--- config.mk ---
export PLATFORM = sky130hd
export DESIGN_NAME = store_merge_unit
export DESIGN_NICKNAME = d
export VERILOG_FILES = /design/src/rtl/store_merge_unit.sv
export SDC_FILE = /design/constraint.sdc
export NUM_CORES = 1
export LEC_CHECK = 0
export CORE_ASPECT_RATIO = 1.5
export CORE_UTILIZATION = 25
export CTS_CLUSTER_DIAMETER = 120
export DETAILED_ROUTE_END_ITERATION = 6
export MAX_ROUTING_LAYER = met4
export PLACE_DENSITY = 0.46
export REMOVE_ABC_BUFFERS = 1
export SYNTH_ARGS = -nofsm -noshare
export SYNTH_HDL_FRONTEND = slang
export SYNTH_SLANG_ARGS = --single-unit
--- constraint.sdc ---
create_clock -name clk -period 20.5 [get_ports clk]
set_clock_uncertainty 0.05 [all_clocks]
set_input_delay 4.1 -clock clk [delete_from_list [all_inputs] [get_ports clk]]
set_output_delay 4.1 -clock clk [all_outputs]
set_load 0.02 [all_outputs]
--- src/rtl/store_merge_unit.sv ---
// Read-modify-write store unit: merges a byte/half/word/double store into a memory word.
// Optional macro STORE_MISALIGN_TRAP_EN turns misaligned stores into a one-cycle err pulse.
module store_merge_unit #(
  parameter int unsigned DATA_W  = 64,
  parameter int unsigned ADDR_W  = 64,
  parameter int unsigned MEM_LAT = 1
) (
  input  logic              clk,
  input  logic              rst,
  input  logic              req_valid,
  output logic              req_ready,
  input  logic [ADDR_W-1:0] req_addr,
  input  logic [DATA_W-1:0] req_data,
  input  logic [1:0]        req_size,
  output logic              mem_rd_en,
  output logic [ADDR_W-1:0] mem_rd_addr,
  input  logic [DATA_W-1:0] mem_rd_data,
  output logic              mem_wr_en,
  output logic [ADDR_W-1:0] mem_wr_addr,
  output logic [DATA_W-1:0] mem_wr_data,
  output logic              done,
  output logic              err
);

  localparam int unsigned BYTES = DATA_W / 8;
  localparam int unsigned OFF_W = $clog2(BYTES);
  localparam int unsigned CNT_W = 3;
  localparam logic [OFF_W:0] NB_FULL = (OFF_W+1)'(BYTES);

  typedef enum logic [1:0] {IDLE, READ, WAIT, WRITE} state_t;

  state_t            state;
  logic [CNT_W-1:0]  cnt;
  logic [ADDR_W-1:0] word_addr;
  logic [DATA_W-1:0] data_q;
  logic [OFF_W-1:0]  off_q;
  logic [OFF_W:0]    nb_q;

  logic [OFF_W-1:0]  req_off;
  logic [OFF_W:0]    req_nb;
  logic              full_word;
  logic [DATA_W-1:0] merged;
  int unsigned       nb_raw;
  int unsigned       off_i;
  int unsigned       nb_i;

  assign req_ready   = (state == IDLE) && !rst;
  assign mem_rd_addr = word_addr;
  assign mem_wr_addr = word_addr;
  assign req_off     = req_addr[OFF_W-1:0];

  always_comb begin
    nb_raw    = 32'd1 << req_size;
    req_nb    = (OFF_W+1)'((nb_raw > BYTES) ? BYTES : nb_raw);
    full_word = (req_nb == NB_FULL) && (req_off == '0);
  end

`ifdef STORE_MISALIGN_TRAP_EN
  logic err_q;
  logic misaligned;
  // nb is a power of two, so OFF mod NB is just the low bits of OFF
  assign misaligned = (({1'b0, req_off} & (req_nb - 1'b1)) != '0);
  assign err = err_q;
`else
  assign err = 1'b0;
`endif

  // Bytes past the end of the word simply never match the loop range
  always_comb begin
    merged = mem_rd_data;
    off_i  = 32'(off_q);
    nb_i   = 32'(nb_q);
    for (int unsigned i = 0; i < BYTES; i++) begin
      if (i >= off_i && i < off_i + nb_i)
        merged[8*i +: 8] = data_q[8*(i-off_i) +: 8];
    end
  end

  always_ff @(posedge clk) begin
    if (rst) begin
      state     <= IDLE;
      cnt       <= '0;
      mem_rd_en <= 1'b0;
      mem_wr_en <= 1'b0;
      done      <= 1'b0;
`ifdef STORE_MISALIGN_TRAP_EN
      err_q     <= 1'b0;
`endif
    end else begin
      mem_rd_en <= 1'b0;
      mem_wr_en <= 1'b0;
      done      <= 1'b0;
`ifdef STORE_MISALIGN_TRAP_EN
      err_q     <= 1'b0;
`endif
      unique case (state)
        IDLE: begin
          if (req_valid) begin
            word_addr <= {req_addr[ADDR_W-1:OFF_W], {OFF_W{1'b0}}};
            data_q    <= req_data;
            off_q     <= req_off;
            nb_q      <= req_nb;
`ifdef STORE_MISALIGN_TRAP_EN
            if (misaligned) begin
              err_q <= 1'b1;
            end else
`endif
            if (full_word) begin
              mem_wr_data <= req_data;
              mem_wr_en   <= 1'b1;
              done        <= 1'b1;
              state       <= WRITE;
            end else begin
              mem_rd_en <= 1'b1;
              state     <= READ;
            end
          end
        end
        READ: begin
          cnt   <= CNT_W'(MEM_LAT - 1);
          state <= WAIT;
        end
        WAIT: begin
          if (cnt == '0) begin
            mem_wr_data <= merged;
            mem_wr_en   <= 1'b1;
            done        <= 1'b1;
            state       <= WRITE;
          end else begin
            cnt <= cnt - 1'b1;
          end
        end
        WRITE: state <= IDLE;
        default: state <= IDLE;
      endcase
    end
  end

endmodule

Word-level counts from Yosys, hierarchy flattened
Index checks and enable logic that the tools add are counted.
Cells by class
  $lt $le $gt $ge: 16
  bitwise operators: 3
  multipliers: 0
  shift operators: 9
  reduce and logical (&&, ||, !) cells: 20
  add/subtract/negate cells: 10
  equality and inequality tests: 8
  div/mod/pow operators: 0
  mux-type cells: 24
Operator list (number)
  $shiftx 64x33->8: 8
  $mux 64: 3
  $pmux 64 s2: 1
  $lt 3x32->1 const A: 3
  $lt 1x32->1 const A: 2
  $lt 2x32->1 const A: 2
  $mux 8: 8
  $gt 32x4->1 const B: 1
  $shl 1x2->32 const A: 1
  $sub 3x3->4 const A: 4
  $ge 3x3->1 const A: 3
  $logic_and 1x1->1: 9
  $ne 2x2->1 const B: 4
  $pmux 2 s4: 1
  $sub 1x3->4 const A: 2
  $sub 2x3->4 const A: 2
  $ge 1x3->1 const A: 2
  $ge 2x3->1 const A: 2
  $logic_not 3->1: 2
  $mux 2: 3
  $pmux 3 s2: 1
  $add 3x4->5: 1
  $lt 3x5->1 const A: 1
  $reduce_and 5->1: 1
  15 further kinds: 23
Storage, ports and cells
  word-level logic and storage cells: 99
  memories: 0
  bits of input ports: 197
  output and inout port bits: 197
  latch bits: 0
  memory bits (read-only): 0
  bits in writable memories: 0
  flip-flop bits (word level): 203

Longest topological paths before layout
  word-level depth: 8
  depth in mapped cells: 12

Least setup slack after synthesis
No wires, ideal clock.
  path kind: input -> register
  start: in req_size[0]
  end: reg mem_wr_data[0], enable pin
  arrival: 9.504 ns
  library setup time: 0.578 ns
  stages: 4
  path buffers: 0
  required time: 19.872 ns
  path slack: 10.368 ns
  cell sequence: and2_1 -> nor4b_1 -> mux2i_1 -> nor3b_1
Between the ends
  cells in the longest elaborated chain, start to end: 7
RTL lines
  start: declaration: RTL line 14  | input logic [1:0] req_size,
  $shl 1x2->32 *: RTL line 53  | nb_raw = 32'd1 << req_size;
  $gt 32x4->1: RTL line 54  | req_nb = (OFF_W+1)'((nb_raw > BYTES) ? BYTES : nb_raw);
  $mux 4 *: RTL line 54
  $eq 4x4->1 *: RTL line 55  | full_word = (req_nb == NB_FULL) && (req_off == '0);
  $logic_and 1x1->1 *: RTL line 55
  $ne 2x2->1 (no source line) *
  $reduce_and 5->1 (no source line) *
  end signal: assignment: RTL line 109  | mem_wr_data <= req_data;
  end signal: assignment: RTL line 125  | mem_wr_data <= merged;
  end: declaration: RTL line 20  | output logic [DATA_W-1:0] mem_wr_data,
Mark *: on every way between the ends. The rest lies on a longest branch, timed or not.
A chain may end at the register's enable or synchronous reset.

Worst setup path after layout
  start: in rst
  end: out req_ready
Between the ends
  cells in the longest elaborated chain, start to end: 2
RTL lines
  start: declaration: RTL line 9  | input logic rst,
  $logic_not 1->1: RTL line 47  | assign req_ready = (state == IDLE) && !rst;
  $logic_and 1x1->1: RTL line 47
  end: declaration: RTL line 11  | output logic req_ready,
Every way passes these cells.

==> results.yml <==
run_status:
  status: "finished clean"
setup_path:
  cpPeakStageDelay_ns: 0.63
  start_kind: "input port"
  path_cells: "clkdlybuf4s50_1 -> nor2b_1 -> clkdlybuf4s50_1"
  path_max_fanout: 8
  required_ns: 16.35
  critPathKind: "in2out"
  cpMaxStageDelayCell: "clkdlybuf4s50_1"
  cp.arrival_ns: 5.49
  crit_top_cell: "clkdlybuf4s50_1"
  cp_top_family: "buffers and inverters"
  endpoint_kind: "primary output"
  crit_buf_inv: 2
placement:
  placement.io_buffers: 386
  placed_cells: 1732
  place_ws_ns: 10.85
  placed_cell_area_um2: 15800
  place_congestion: 0.813
  dpl.hpwl_mm: 30.0
timing:
  max_freq_ghz: 0.104
  setup_tns_ns: 0
  finalSetupViolCount: 0
  fin_crit_ns: 9.64
  worstMarginPinSlew_ns: 1.16
  hold_violations: 0
  relSlewSlack: 0.223
  grt_setup_unrepaired: "false"
  min_period_over_period: 0.470
  postLayoutSetupSlackWorst_ns: 10.86
  slew_violations: 0
finish:
  final_common_cell: "clkdlybuf4s50_1"
  final_area_um2: 16600
  stdcell_count: 1779
  final_cell_mix: "clkdlybuf4s50_1, edfxtp_1, mux4_2"
  drive_gt1_frac: 0.143
  syn2layout_area_growth_pct: 41.4
  nets: 1388
power:
  power_frac_seq: 0.384
  p_leak_nw: 5.74
  power.switching_uw: 420
  p_per_area_nw_per_um2: 82.8
  swShare: 0.305
  clock_power_share: 0.334
  ir_worst_vdd_uv: 49.9
  total_power_mw: 1.37
  pwr-share-comb: 0.282
  power.internal_uw: 955
synth:
  synth-edff-count: 196
  ys_seq_elements: 203
  synthAdderAreaFrac: 0.0230
  synth_ff_type: "edfxtp_1"
  synth_top_cell_area_share: 0.501
  synthTopCellsByArea: "edfxtp_1, mux4_2, mux2i_1, buf_4, a21oi_1"
  async_reset_ff_frac: 0
  synth.avg_cell_area_um2: 13.7
  synth.distinct_cells: 55
  synth_top_family_by_area: "multiplexers"
  yosys.area.top_type: "edfxtp_1"
  synth-simple-area-share: 0.0718
  synthXorXnorAreaFrac: 0.00149
  synth_compound_area_frac: 0.0913
  yosysWarnings: 0
  syn_area_um2: 11700
  synthCells: 856
  synthMuxAreaShare: 0.227
  ys_seq_area_frac: 0.513
clock_network:
  clkSinkCount: 203
  clkTransAtPathRegs_ns: 0.06
  clock_path_buffers: 3
  cts_root_buffer: "clkbuf_16"
  cts_hold_buf: 0
  clock_latency_ns: 0.55
  post_cts_buffers: 0
  cts_tree: "yes"
  h-tree-depth: 1
  post_cts_resized: 0
  cts_buffers: 24
floorplanning:
  rows: 96
  io_pins: 394
  die_area_um2: 47900
  die_w_um: 179
  start_util: 0.255
  die_h_um: 267
  core_area_um2: 46000
route:
  wl_per_cell_um: 24.6
  finalWirelength_mm: 43.7
  vias_per_cell: 4.99
  ant_nets: 0
  vias: 8872
  firstDrtPassIters: 5
  drt_iter0_drc: 594
  drcViolationCount: 0
global_route:
  grt_pass1_vias: 9079
  grt_overflow_total: 0
  grt_pass1_wl_mm: 62.0
  antenna_found_initial: 4
  track_usage: 0.184
  grt_start_max_net_pins: 65
flow_run:
  maxCapViolCount: 0
worst_hold_path:
  hold_class: "reg2reg"
==> cell usage after synthesis, types with 15 or more instances <==
cell,count
edfxtp_1,196
mux4_2,83
and3_1,24
nor2_1,31
nand2_1,61
buf_4,75
clkbuf_1,20
a21oi_1,51
mux2i_1,73
nor2b_1,15
o21ai_0,24
buf_2,25
nand3_1,20
a221o_1,15
ha_1,20
==> power groups by stage <==
stage	clock, mW	sequential, mW	combinational [mW]
2_1_floorplan	0	0.565	0.191
3_3_place_gp	0	0.536	0.389
3_5_place_dp	0	0.536	0.392
4_1_cts	0.474	0.528	0.393
5_1_grt	0.489	0.532	0.415
6_report	0.460	0.528	0.387
==> metal layers <==
metal,share of wire,GRT usage
met4,0.029,0.0584
met3,0.076,0.0371
met1,0.36,0.207
met5,0,-
met2,0.53,0.324
==> stage by stage <==
step | hold WS (ns) | utilization
2_1_floorplan | 0.384 | -
3_3_place_gp | 0.402 | 0.343
3_5_place_dp | 0.406 | 0.343
4_1_cts | 0.415 | 0.361
5_1_grt | 0.464 | 0.361
6_report | 0.415 | 0.361
==> state kept, by name (all words and copies together) (netlist names) <==
| name | count |
|---|---|
| mem_wr_data | 64 |
| done | 1 |
| mem_rd_addr | 61 |
| cnt | 3 |
| mem_rd_en | 1 |
| data_q | 64 |
| off_q | 3 |
| state | 2 |
| nb_q | 4 |
==> worst reg2reg max path, stage by stage, from the launching register on <==
cell	delay, ns
edfxtp_1	0.33
buf_4	0.45
buf_4	0.60
ha_1	0.26
inv_1	0.05
fa_1	0.42
and4b_2	0.26
a21oi_2	0.44
buf_4	0.42
o211ai_4	0.35
mux2i_1	0.22
==> final timing paths <==
check | startpoint | endpoint | slack, ns | cells after the start
setup / recovery | rst | req_ready | 10.86 | 3
hold / removal | cnt[2] | cnt[2] | 0.42 | 2
setup reg to reg | off_q[0] | mem_wr_data[53] | 16.36 | 10
hold reg to reg | cnt[2] | cnt[2] | 0.42 | 2
==> final cells by class <==
type | instances | area, um^2
Fill cell | 4502 | 29400
Sequential cell | 203 | 6030
Multi-Input combinational cell | 520 | 4930
Timing Repair Buffer | 407 | 4020
Tap cell | 588 | 736
Clock buffer | 26 | 629
Clock inverter | 17 | 201
Inverter | 14 | 52.6
Antenna cell | 4 | 10.0
==> cell families after synthesis <==
family                     after synthesis
and+or+nand+nor                        172
AOI/OAI and AO/OA                      156
DFF                                    203
xor gates and xnor gates                 2
adders and majority gates               21
buffers and inverters                  139
other                                    1
muxes                                  162
(Power assumes the default switching activity.)
